File: src/rtl/flappy_pkg.sv
// Shared constants for the bird motion controller.
// Holds the state encoding, geometry and physics defaults.
package flappy_pkg;

  typedef enum logic [1:0] {
    ST_IDLE  = 2'd0,
    ST_PLAY  = 2'd1,
    ST_DEAD  = 2'd2,
    ST_PAUSE = 2'd3
  } state_t;

  localparam int SCREEN_H = 480;
  localparam int BIRD_H   = 16;
  localparam int FLAP_V   = 8;
  localparam int GRAVITY  = 1;
  localparam int VMAX     = 10;

  // Signed width able to hold -fv .. vm+gravity headroom.
  function automatic int vel_bits(int fv, int vm);
    int m;
    m = (fv > vm + 1) ? fv : vm + 1;
    return $clog2(m) + 1;
  endfunction

endpackage

File: src/rtl/bird_physics.sv
// Per-frame next velocity / next position for the bird.
// y is clamped to the ceiling and ground rows; vel_n is pre-contact.
module bird_physics #(
  parameter int Y_W     = 10,
  parameter int VEL_W   = 5,
  parameter int Y_GND   = 464,
  parameter int FLAP_V  = 8,
  parameter int GRAVITY = 1,
  parameter int VMAX    = 10
)(
  input  logic [Y_W-1:0]          i_y,
  input  logic signed [VEL_W-1:0] i_vel,
  input  logic                    i_flap,
  output logic [Y_W-1:0]          o_y,
  output logic signed [VEL_W-1:0] o_vel,
  output logic                    o_ceil_hit,
  output logic                    o_ground_hit
);

  localparam int EW = Y_W + 2;
  localparam logic signed [EW-1:0] C_GRAV = EW'(GRAVITY);
  localparam logic signed [EW-1:0] C_VMAX = EW'(VMAX);
  localparam logic signed [EW-1:0] C_FLAP = EW'(FLAP_V);
  localparam logic signed [EW-1:0] C_GND  = EW'(Y_GND);

  logic signed [EW-1:0] w_vel_x;
  logic signed [EW-1:0] w_vel_g;
  logic signed [EW-1:0] w_vel_n;
  logic signed [EW-1:0] w_y_x;
  logic signed [EW-1:0] w_y_n;

  assign w_vel_x = EW'(i_vel);
  assign w_vel_g = w_vel_x + C_GRAV;
  assign w_vel_n = i_flap ? -C_FLAP :
                   (w_vel_g > C_VMAX) ? C_VMAX : w_vel_g;

  assign w_y_x = {2'b00, i_y};
  assign w_y_n = w_y_x + w_vel_n;

  assign o_ceil_hit   = w_y_n[EW-1];
  assign o_ground_hit = !w_y_n[EW-1] && (w_y_n >= C_GND);

  always_comb begin
    o_y = w_y_n[Y_W-1:0];
    if (o_ceil_hit)   o_y = '0;
    if (o_ground_hit) o_y = Y_W'(Y_GND);
  end

  assign o_vel = w_vel_n[VEL_W-1:0];

endmodule

File: src/rtl/bird_motion_ctrl.sv
// Bird game FSM: flap latch, per-frame physics, scoring.
// Define BIRD_PAUSE_EN to let start toggle PLAY <-> PAUSE.
module bird_motion_ctrl
  import flappy_pkg::*;
#(
  parameter int Y_W      = 10,
  parameter int SCREEN_H = flappy_pkg::SCREEN_H,
  parameter int BIRD_H   = flappy_pkg::BIRD_H,
  parameter int Y_START  = 240,
  parameter int FLAP_V   = flappy_pkg::FLAP_V,
  parameter int GRAVITY  = flappy_pkg::GRAVITY,
  parameter int VMAX     = flappy_pkg::VMAX,
  parameter int SCORE_W  = 8
)(
  input  logic               clk,
  input  logic               rst_n,
  input  logic               flap,
  input  logic               start,
  input  logic               frame_tick,
  input  logic               hit,
  input  logic               pipe_pass,
  output logic [Y_W-1:0]     bird_y,
  output logic [1:0]         state,
  output logic               game_over,
  output logic [SCORE_W-1:0] score
);

  localparam int VEL_W = vel_bits(FLAP_V, VMAX);
  localparam logic [Y_W-1:0] C_Y0 = Y_W'(Y_START);
  localparam logic [SCORE_W-1:0] C_SMAX = '1;

  state_t                  r_state, w_state_n;
  logic [Y_W-1:0]          r_y, w_y_n, w_phy_y;
  logic signed [VEL_W-1:0] r_vel, w_vel_n, w_phy_vel;
  logic                    r_pend, w_pend_n, w_pend_any;
  logic                    w_ceil, w_ground;
  logic [SCORE_W-1:0]      r_score, w_score_n;

  // A flap arriving with the tick still counts for that tick.
  assign w_pend_any = r_pend | flap;

  bird_physics #(
    .Y_W     (Y_W),
    .VEL_W   (VEL_W),
    .Y_GND   (SCREEN_H - BIRD_H),
    .FLAP_V  (FLAP_V),
    .GRAVITY (GRAVITY),
    .VMAX    (VMAX)
  ) u_phy (
    .i_y          (r_y),
    .i_vel        (r_vel),
    .i_flap       (w_pend_any),
    .o_y          (w_phy_y),
    .o_vel        (w_phy_vel),
    .o_ceil_hit   (w_ceil),
    .o_ground_hit (w_ground)
  );

  always_ff @(posedge clk or negedge rst_n) begin
    if (!rst_n) begin
      r_state <= ST_IDLE;
      r_y     <= C_Y0;
      r_vel   <= '0;
      r_pend  <= 1'b0;
      r_score <= '0;
    end else begin
      r_state <= w_state_n;
      r_y     <= w_y_n;
      r_vel   <= w_vel_n;
      r_pend  <= w_pend_n;
      r_score <= w_score_n;
    end
  end

  always_comb begin
    w_state_n = r_state;
    w_y_n     = r_y;
    w_vel_n   = r_vel;
    w_pend_n  = r_pend;
    w_score_n = r_score;
    unique case (r_state)
      ST_IDLE: begin
        w_y_n    = C_Y0;
        w_vel_n  = '0;
        w_pend_n = 1'b0;
        if (start) begin
          w_state_n = ST_PLAY;
          w_score_n = '0;
        end
      end
      ST_PLAY: begin
        if (hit) begin
          w_state_n = ST_DEAD;
`ifdef BIRD_PAUSE_EN
        end else if (start) begin
          w_state_n = ST_PAUSE;
          w_pend_n  = 1'b0;
`endif
        end else begin
          w_pend_n = w_pend_any;
          if (frame_tick) begin
            w_y_n    = w_phy_y;
            w_vel_n  = (w_ceil || w_ground) ? '0 : w_phy_vel;
            w_pend_n = 1'b0;
            if (w_ground) w_state_n = ST_DEAD;
          end
          if (pipe_pass && r_score != C_SMAX &&
              !(frame_tick && w_ground))
            w_score_n = r_score + 1'b1;
        end
      end
      ST_DEAD: begin
        if (start) begin
          w_state_n = ST_IDLE;
          w_y_n     = C_Y0;
          w_vel_n   = '0;
          w_pend_n  = 1'b0;
        end
      end
`ifdef BIRD_PAUSE_EN
      ST_PAUSE: begin
        if (start) w_state_n = ST_PLAY;
      end
`endif
      default: w_state_n = ST_IDLE;
    endcase
  end

  assign bird_y    = r_y;
  assign state     = r_state;
  assign game_over = (r_state == ST_DEAD);
  assign score     = r_score;

endmodule
File: config.mk
export PLATFORM = sky130hd
export DESIGN_NAME = bird_motion_ctrl
export DESIGN_NICKNAME = d
export VERILOG_FILES = /design/src/rtl/flappy_pkg.sv /design/src/rtl/bird_physics.sv /design/src/rtl/bird_motion_ctrl.sv
export SDC_FILE = /design/constraint.sdc
export NUM_CORES = 1
export LEC_CHECK = 0
export CORE_MARGIN = 2
export CORE_UTILIZATION = 60
export DETAILED_ROUTE_END_ITERATION = 7
export PLACE_DENSITY = 0.83
export SLEW_MARGIN = 25
export SYNTH_ARGS = -nofsm -noshare
export SYNTH_HDL_FRONTEND = slang
export SYNTH_HIERARCHICAL = 1
export SYNTH_SLANG_ARGS = --single-unit
export TNS_END_PERCENT = 10
File: constraint.sdc
create_clock -name clk -period 13.6 [get_ports clk]
set_clock_uncertainty 0.2 [all_clocks]
set_input_delay 1.36 -clock clk [delete_from_list [all_inputs] [get_ports clk]]
set_output_delay 1.36 -clock clk [all_outputs]
set_load 0.01 [all_outputs]
==> reports/results.txt, run 1 <==
CTS sink cnt: 26
number of diodes: 0
Setup CP Type: primary input to flop
DRT antenna net count: 0
Clock Latency Late Sink: 0.32 ns
max-slew violations: 0
Syn-to-layout area delta: 15.1%
drt initial violations: 153
Fin. Hold Viols: 0
Gate Count Post-Synth: 248
Seq/Total Area, Yosys: 0.313
Vias: 1,896
flop2flop setup slack: 8.61 ns
Num CTS Buffers: 3
vias in the first global route: 1,652
Worst Path Max Fanout: 9
Total GRT Usage: 0.236
dpl hpwl: 3.36 mm
Maximum Capacitance Violations: 0
top-area cell type share of the netlist area: 0.263
Worst setup EP type: flop
synth top area cells: dfrtp_1 26%, ha_1 9.0%, dfstp_2 5.0%
main combinational cell family by area after synthesis: compound AO/OA/AOI/OAI gates
post-synth design cell area: 2100 um^2
DRC viols: 0
Max Freq: 190 MHz
hold buffers post-CTS: 0
Startpoint Class: primary input
Internal Pwr Total: 0.274 mW
Hold Crit Depth: 2
Buffers on Ports: 27
adder-cell share of the synthesized area: 0.0991
net count of the mapped netlist: 271
post-cts resize count: 0
fin nets: 295
layout cells sized above 1: 0.107
clk root buf: clkbuf_4
r2r worst-path depth: 20
Async S/R FF share, synth: 1.00
Synth area leader: dfrtp_1
worst-margin pin slew: 0.898 ns
initial antenna violation count: 0
post-synthesis mux area share: 0.00955
H-Tree Depth: 1
final critical-path share of the clock period: 0.386
I/O pins: 28
clk slew on worst S/H paths: 0.14 ns
required time worst endpoint: 13.61 ns
DR WL/cell: 14.3 um
Seq cells post-synth: 26
TNS Setup: 0 ns
static leakage: 0.994 nW
Comb power frac: 0.708
CTS tree: done
simple-gate share of the synthesized area: 0.209
worst r2r dst: score[4]$_DFFE_PN0P_
Switch Pwr: 0.283 mW
Period minus WS final: 5.25 ns
Die H: 63.1 um
DIE WIDTH: 63.1 um
status: completed
pin count of the biggest net entering global routing: 32
Hold Crit Endpoint: r_pend$_DFFE_PN0P_
Hold Crit Class: flop to flop
DRT Pass-1 Iters: 6
Congestion Overflow GR: 0
worst hold slack: 0.322 ns
RSZ-0062 raised after global routing: false
routed wire length: 4.53 mm
Syn Area/Cell: 8.45 um^2
Setup Viol. Count Final: 0
initial core utilization: 0.628
fillers: 277
Row Count: 21
vias per cell: 5.98
Yosys warnings: 6
register share of total power: 0.221
Rel. slew slack: 0.401
DIE AREA: 3980 um^2
Max clock buf depth: 2
GPL Wtd Cong: 0.895
Pwr per Cell Area: 231 nW/um^2
peak supply drop: 0.000145 V
Core ar.: 3340 um^2
Hold Path Origin: r_pend$_DFFE_PN0P_
sw frac: 0.508
XOR/XNOR Fraction of Synth Area: 0.0376
Clk pwr share: 0.071
number of synthesized flops with an enable pin: 0
Yosys cell types: 57
global-route wire length before repair: 7.49 mm
Synth Flop Type: dfrtp_1
Reg2Reg Launch Point: r_vel[1]$_DFFE_PN0P_
post-CTS setup repair buffer count: 0
CP arrival: 5.26 ns
Synth Area in Compound Gates: 0.264
through the flow:
stage          setup slack (ns)  instances  instance area (um^2)  utilization  total power, mW
6_report                   8.35        317                  2410        0.723            0.557
5_1_grt                    8.14        317                  2410        0.723            0.606
4_1_cts                    8.37        317                  2410        0.723            0.554
3_5_place_dp               8.02        313                  2380        0.712            0.512
3_3_place_gp               8.15        313                  2380        0.712            0.507
2_1_floorplan              8.83        248                  2100            -            0.428
critical path, stage by stage:
cell	delay, ns
clkdlybuf4s50_1	0.43
or2_2	0.34
a21oi_2	0.18
inv_1	0.20
ha_1	0.45
and3_4	0.23
a221oi_4	0.33
o21bai_1	0.14
xnor2_1	0.17
or4_4	0.51
a21oi_1	0.24
a21oi_2	0.14
and3_1	0.25
a41oi_1	0.23
a31oi_1	0.06
how the worst max path moves through the flow:
stage	start	end	slack [ns]	cells past startpoint
floorplan	flap	score[4]$_DFFE_PN0P_	8.83	15
global placement	flap	score[4]$_DFFE_PN0P_	8.15	15
detailed placement	flap	score[4]$_DFFE_PN0P_	8.02	15
CTS	flap	score[4]$_DFFE_PN0P_	8.37	15
global route	flap	score[7]$_DFFE_PN0P_	8.14	15
finish	flap	score[4]$_DFFE_PN0P_	8.35	15
sequential cells by signal, summed over array words and instances, names as in the netlist:
register  count
bird_y       10
state         2
r_pend        1
score         8
r_vel         5
cells in the final DEF (no fill, tap or decap), drive strengths merged, types with 5 or more instances in the layout:
cell type and count:
clkdlybuf4s50 27, a21oi 26, o21ai 24, dfrtp 22, inv 21, nand2 19
nor2 16, nand3 16, ha 15, a31oi 6, xnor2 6, a21o 5
o211ai 5
power groups by stage:
stage	clock (mW)	sequential [mW]	combinational [mW]
final	0.0396	0.123	0.394
after global routing	0.0445	0.127	0.435
after CTS	0.0408	0.123	0.390
after detailed placement	0	0.124	0.387
after global placement	0	0.123	0.384
after floorplan	0	0.125	0.303
cell usage after synthesis, types with 4 or more instances:
| cell | number |
|---|---|
| a21oi_1 | 20 |
| ha_1 | 15 |
| a21o_1 | 5 |
| a31oi_1 | 6 |
| buf_2 | 5 |
| nand4_1 | 4 |
| nor2_1 | 16 |
| o21ai_0 | 10 |
| xnor2_1 | 6 |
| dfstp_2 | 4 |
| o21ai_1 | 12 |
| nand2_1 | 19 |
| a21oi_2 | 6 |
| nand3_1 | 15 |
| dfrtp_1 | 22 |
| nor4_1 | 4 |
| inv_1 | 21 |
cells by family (layout without fill, tap and decap cells):
logic type	Yosys count	after routing
flops	26	26
simple gates	82	82
compound gates	81	81
xor+xnor	9	9
buf+inv	31	54
fa+ha+maj	16	16
mux	2	2
other cells	1	1
metal layers:
metal | track usage | routed length [um]
met1 | 0.316 | 2130
met3 | 0.0304 | 246
met2 | 0.391 | 2090
met5 | 0 | 0
met4 | 0.0833 | 57
cell type report:
type | count | area, um^2 | area share
clock buffers | 4 | 36.3 | 0.0150
multi-input cells | 191 | 1300 | 0.540
well taps | 46 | 57.6 | 0.0239
inverters | 22 | 82.6 | 0.0342
flip-flops and latches | 26 | 656 | 0.272
repair buffers | 28 | 278 | 0.115
Note: power is estimated with default switching activity, not from simulation.
==> run 2, diff against run 1 <==
--- a/config.mk
+++ b/config.mk
@@ -6,9 +6,9 @@
 export NUM_CORES = 1
 export LEC_CHECK = 0
 export CORE_MARGIN = 2
-export CORE_UTILIZATION = 60
+export CORE_UTILIZATION = 55
 export DETAILED_ROUTE_END_ITERATION = 7
-export PLACE_DENSITY = 0.83
+export PLACE_DENSITY = 0.77
 export SLEW_MARGIN = 25
 export SYNTH_ARGS = -nofsm -noshare
 export SYNTH_HDL_FRONTEND = slang
==> constraint.sdc (replaced) <==
create_clock -name clk -period 5.1 [get_ports clk]
set_clock_uncertainty 0.2 [all_clocks]
set_input_delay 0.51 -clock clk [delete_from_list [all_inputs] [get_ports clk]]
set_output_delay 0.51 -clock clk [all_outputs]
set_load 0.01 [all_outputs]
==> reports/results.txt, run 2 (synthesis results as in run 1) <==
routed wire length: 4.99 mm
Congestion Overflow GR: 0
Hold Crit Class: flop to flop
max-slew violations: 0
dpl hpwl: 3.49 mm
DRT antenna net count: 0
DR WL/cell: 15.6 um
register share of total power: 0.199
Syn-to-layout area delta: 18.6%
final critical-path share of the clock period: 0.955
Inst Count DP: 315
Internal Pwr Total: 0.816 mW
Clock Latency Late Sink: 0.28 ns
sw frac: 0.504
hold buffers post-CTS: 0
Layout Cells excl Fill: 319
Startpoint Class: flop
max reg flops: 10
Vias: 1,957
most common cell after layout, fill and taps aside: clkdlybuf4s50_1
Rel. slew slack: 0.333
peak supply drop: 0.000400 V
Worst setup EP type: flop
worst hold slack: 0.301 ns
I/O pins: 28
RSZ-0062 raised after global routing: true
DIE AREA: 4320 um^2
Max Freq: 205 MHz
fin nets: 295
GPL Wtd Cong: 0.818
Core ar.: 3660 um^2
Clk pwr share: 0.109
global-route wire length before repair: 8.40 mm
clk slew on worst S/H paths: 0.10 ns
initial antenna violation count: 0
required time worst endpoint: 5.11 ns
Row Count: 22
Max clock buf depth: 2
Die H: 65.7 um
CP arrival: 4.88 ns
Total GRT Usage: 0.250
Comb power frac: 0.692
pin count of the biggest net entering global routing: 32
number of diodes: 0
H-Tree Depth: 1
initial core utilization: 0.572
DRC viols: 0
CTS sink cnt: 26
drt initial violations: 149
Maximum Capacitance Violations: 0
Period minus WS final: 4.87 ns
Setup Viol. Count Final: 0
worst-margin pin slew: 1.00 ns
vias in the first global route: 1,773
Num CTS Buffers: 3
Setup CP Type: flop to flop
Switch Pwr: 0.828 mW
vias per cell: 6.13
CTS tree: done
status: completed
static leakage: 1.01 nW
Fin. Hold Viols: 0
Pwr per Cell Area: 661 nW/um^2
clk root buf: clkbuf_8
Worst Path Max Fanout: 9
DIE WIDTH: 65.7 um
DRT Pass-1 Iters: 5
Buffers on Ports: 27
commonest cells after routing, fill and taps aside: 27 x clkdlybuf4s50_1, 21 x inv_1, 20 x dfrtp_1, 19 x a21oi_1, 19 x nand2_1
layout cells sized above 1: 0.118
run 2: cell count changes in the layout (fill, tap and decap cells not counted), sizes merged:
cell	before	now
clkbuf	4	3
bufinv	0	1
run 2: critical path, cell delays in order (launching register included):
cell      delay, ns
dfrtp_2        0.47
ha_1           0.35
o21ai_0        0.17
a21oi_1        0.09
o21ai_0        0.18
o21ai_0        0.12
nor2b_1        0.16
nor2b_1        0.15
ha_1           0.21
fa_1           0.41
a21o_1         0.24
a221oi_4       0.33
o21ai_2        0.12
a41o_1         0.30
a21oi_4        0.26
a21oi_4        0.11
a21oi_4        0.20
nand3_4        0.12
or4_1          0.53
o211ai_2       0.08
run 2: cell type report:
type,count,area [um^2]
timing repair buffer,28,278
tap,48,60.1
clock inverter,1,30.0
fill,295,1170
inverter,22,82.6
sequential,26,658
clock buffer,3,41.3
multi-input combinational,191,1340
run 2: power by group through the flow:
| stage | clock network [mW] | logic (mW) | registers [mW] |
|---|---|---|---|
| finish | 0.180 | 1.14 | 0.327 |
| global route | 0.191 | 1.24 | 0.338 |
| CTS | 0.183 | 1.06 | 0.326 |
| detailed placement | 0 | 1.04 | 0.330 |
| global placement | 0 | 1.04 | 0.329 |
| floorplan | 0 | 0.808 | 0.333 |
run 2: final timing paths:
check / cells after the start / end / slack [ns] / start
max: 19 / score[7]$_DFFE_PN0P_ / 0.23 / r_vel[0]$_DFFE_PN0P_
min in group asynchronous: 2 / score[1]$_DFFE_PN0P_ / 0.38 / rst_n
max in group asynchronous: 2 / bird_y[5]$_DFFE_PN1P_ / 4.00 / rst_n
min reg2reg: 2 / r_pend$_DFFE_PN0P_ / 0.30 / r_pend$_DFFE_PN0P_
min: 2 / r_pend$_DFFE_PN0P_ / 0.30 / r_pend$_DFFE_PN0P_
max reg2reg: 19 / score[7]$_DFFE_PN0P_ / 0.23 / r_vel[0]$_DFFE_PN0P_
run 2: layer usage:
metal,track usage,wire (um)
met1,0.347,2320
met2,0.414,2350
met3,0.0257,225
met4,0.0651,89
met5,0,0
run 2: metrics by stage:
| stage | setup slack (ns) | cell area [um^2] | total power, mW | util | TNS [ns] |
|---|---|---|---|---|---|
| 2_1_floorplan | 0.637 | 2100 | 1.14 | - | 0 |
| 3_3_place_gp | 0.419 | 2380 | 1.37 | 0.650 | 0 |
| 3_5_place_dp | 0.191 | 2380 | 1.37 | 0.650 | 0 |
| 4_1_cts | 0.102 | 2450 | 1.57 | 0.669 | 0 |
| 5_1_grt | -0.0258 | 2490 | 1.77 | 0.679 | -0.0373 |
| 6_report | 0.230 | 2490 | 1.64 | 0.679 | 0 |
run 2: repair_timing:
item / CTS / global route
setup buffers: 0 / 0
resized for setup: 0 / 7
setup endpoints to repair: 0 / 13
==> patch (config.mk and constraints of run 2) <==
Register the inputs `flap`, `frame_tick`, `hit` and `pipe_pass` before use, without a reset. The logic sees them one clock later. The other inputs are not delayed to match.
--- a/src/rtl/bird_motion_ctrl.sv
+++ b/src/rtl/bird_motion_ctrl.sv
@@ -29,6 +29,18 @@
   localparam logic [Y_W-1:0] C_Y0 = Y_W'(Y_START);
   localparam logic [SCORE_W-1:0] C_SMAX = '1;
 
+  logic flap_q;
+  logic frame_tick_q;
+  logic hit_q;
+  logic pipe_pass_q;
+
+  always_ff @(posedge clk) begin
+    flap_q       <= flap;
+    frame_tick_q <= frame_tick;
+    hit_q        <= hit;
+    pipe_pass_q  <= pipe_pass;
+  end
+
   state_t                  r_state, w_state_n;
   logic [Y_W-1:0]          r_y, w_y_n, w_phy_y;
   logic signed [VEL_W-1:0] r_vel, w_vel_n, w_phy_vel;
@@ -37,7 +49,7 @@
   logic [SCORE_W-1:0]      r_score, w_score_n;
 
   // A flap arriving with the tick still counts for that tick.
-  assign w_pend_any = r_pend | flap;
+  assign w_pend_any = r_pend | flap_q;
 
   bird_physics #(
     .Y_W     (Y_W),
@@ -89,7 +101,7 @@
         end
       end
       ST_PLAY: begin
-        if (hit) begin
+        if (hit_q) begin
           w_state_n = ST_DEAD;
 `ifdef BIRD_PAUSE_EN
         end else if (start) begin
@@ -98,14 +110,14 @@
 `endif
         end else begin
           w_pend_n = w_pend_any;
-          if (frame_tick) begin
+          if (frame_tick_q) begin
             w_y_n    = w_phy_y;
             w_vel_n  = (w_ceil || w_ground) ? '0 : w_phy_vel;
             w_pend_n = 1'b0;
             if (w_ground) w_state_n = ST_DEAD;
           end
-          if (pipe_pass && r_score != C_SMAX &&
-              !(frame_tick && w_ground))
+          if (pipe_pass_q && r_score != C_SMAX &&
+              !(frame_tick_q && w_ground))
             w_score_n = r_score + 1'b1;
         end
       end
Check against the original RTL: not equivalent (a bounded check fails within 4 cycles, from zero or initial values and one cycle with rst_n low).
==> patch against run 2 <==
Total power increased by 12%; die area is 5.9% higher; critical path type unchanged; synthesized area is 6.3% higher; count of clock-buffer cells in the layout up 5; global-route usage decreased by 0.83 points; setup slack improved by 190 ps; largest cell class unchanged; routed wire length grew 0.60%; design area is 5.7% higher; sequential cell count up 4.
==> patch: results <==
[synth]
synthFlopType = "dfrtp_1"
ys_types = 61
synthCells = 256
ys_seq_area_share_pct = 33.03
synth_common_cells = "25 x inv_1, 22 x dfrtp_1, 22 x nor2_1, 18 x o21ai_0"
async_reset_ff_share_pct = 86.67
synthTopCellsByArea = "dfrtp_1 25%, ha_1 8.4%, dfstp_2 4.7%"
syn_nets = 279

[placement]
port_buffers = 27
gp_congestion = 0.7878
dp_hpwl_um = 3720

[hold_path]
holdCritPathClass = "flop to flop"

[critical_path]
crit_fanout = 8
critPathLaunch = "r_vel[1]$_DFFE_PN0P_"
cp_slowest_cell = "or4_1"
crit_arrival_ps = 4690
path_delay_family = "compound AO/OA/AOI/OAI gates"
slowest_delay_ps = 550

[power]
p_leak_nw = 1.112
ir_worst_vdd_mv = 0.4028

[routing]
wl_met2_um = 2362
drt-vias-per-instance = 5.814
wl_per_cell_um = 15.04
wl_met1_um = 2414
route.met3.wl_um = 173
first_pass_iters = 4
highest-signal-layer = "met4"
drtIter0Drc = 115

[global_route]
grt_pass1_vias = 1810
grt_pass1_wl_um = 8342
grt_util_all_layers_pct = 24.13
grt_max_degree = 32
antenna_found_initial = 0

[outcome]
status = "finished, final reports clean"

[cts]
cts_buffers = 5
cts_resized = 0
clk_pin_slew_ps = 70
cts_setup_buffers = 0
h-tree-depth = 2

[finish]
n_antenna_cell = 0
drive_above_1_share_pct = 10.21
nNetsFinal = 306
fillCellCount = 331
fin_cells = 334
largest_register_ffs = 10

[timing]
max_slew_margin_pct = 41.39
==> patch: layout make-up <==
type                            count  area share, %
Sequential cell                    30          27.99
Timing Repair Buffer               28          10.57
Inverter                           25          3.570
Multi-Input combinational cell    193          52.07
Clock buffer                        8          3.427
Tap cell                           50          2.380
==> patch: worst paths after layout <==
| path | slack [ps] | cells past startpoint | end |
|---|---|---|---|
| min in group asynchronous | 390 | 2 | score[1]$_DFFE_PN0P_ |
| setup reg to reg | 420 | 20 | score[7]$_DFFE_PN0P_ |
| max in group asynchronous | 3990 | 2 | bird_y[7]$_DFFE_PN1P_ |
| hold reg to reg | 300 | 2 | r_pend$_DFFE_PN0P_ |
| setup / recovery | 420 | 20 | score[7]$_DFFE_PN0P_ |
| hold / removal | 300 | 2 | r_pend$_DFFE_PN0P_ |
==> patch: logic make-up (layout without fill, tap and decap cells) <==
family | Yosys count | count (layout) | synth area share [%]
AND/OR/NAND/NOR | 84 | 84 | 19.89
multiplexers | 7 | 7 | 3.258
flip-flops | 30 | 30 | 33.03
other | 1 | 1 | 0.1684
adder cells (fa/ha/maj) | 17 | 17 | 9.775
buffers and inverters | 33 | 61 | 6.011
AO/OA/AOI/OAI | 78 | 78 | 25.51
XOR/XNOR | 6 | 6 | 2.360
==> patch: where the power goes <==
group / internal, W / leakage (nW) / switching (W) / total (W)
Sequential: 0.000315 / 0.375 / 0.0000915 / 0.000407
Clock: 0.000110 / 0.0455 / 0.0000855 / 0.000195
Combinational: 0.000531 / 0.691 / 0.000710 / 0.00124
Total: 0.000956 / 1.11 / 0.000887 / 0.00184
==> patch: worst min-delay path, delay by kind of cell, from the launching register on <==
kind               cells  cell delay (ps)
AOI/OAI and AO/OA      1               40
DFF                    1              340
and+or+nand+nor        1               80
==> patch: per-stage QoR <==
| stage | hold WS, ps | setup slack [ps] | util (%) | area (sq um) | power (W) |
|---|---|---|---|---|---|
| global route | 342.2 | 11.24 | 66.68 | 2629 | 0.002001 |
| floorplan | 14.41 | 819.7 | - | 2227 | 0.001315 |
| CTS | 298.7 | 447.2 | 66.39 | 2618 | 0.001828 |
| global placement | 275.7 | 629.9 | 64.11 | 2527 | 0.001604 |
| detailed placement | 283.3 | 461.2 | 64.11 | 2527 | 0.001625 |
| finish | 298.3 | 418.3 | 66.68 | 2629 | 0.001843 |
==> patch: metal layers <==
layer | up-vias | GRT usage [%]
li1 | 974 | -
met1 | 928 | 32.95
met2 | 33 | 38.36
met3 | 7 | 4.167
met4 | 0 | 8.418
met5 | - | 0
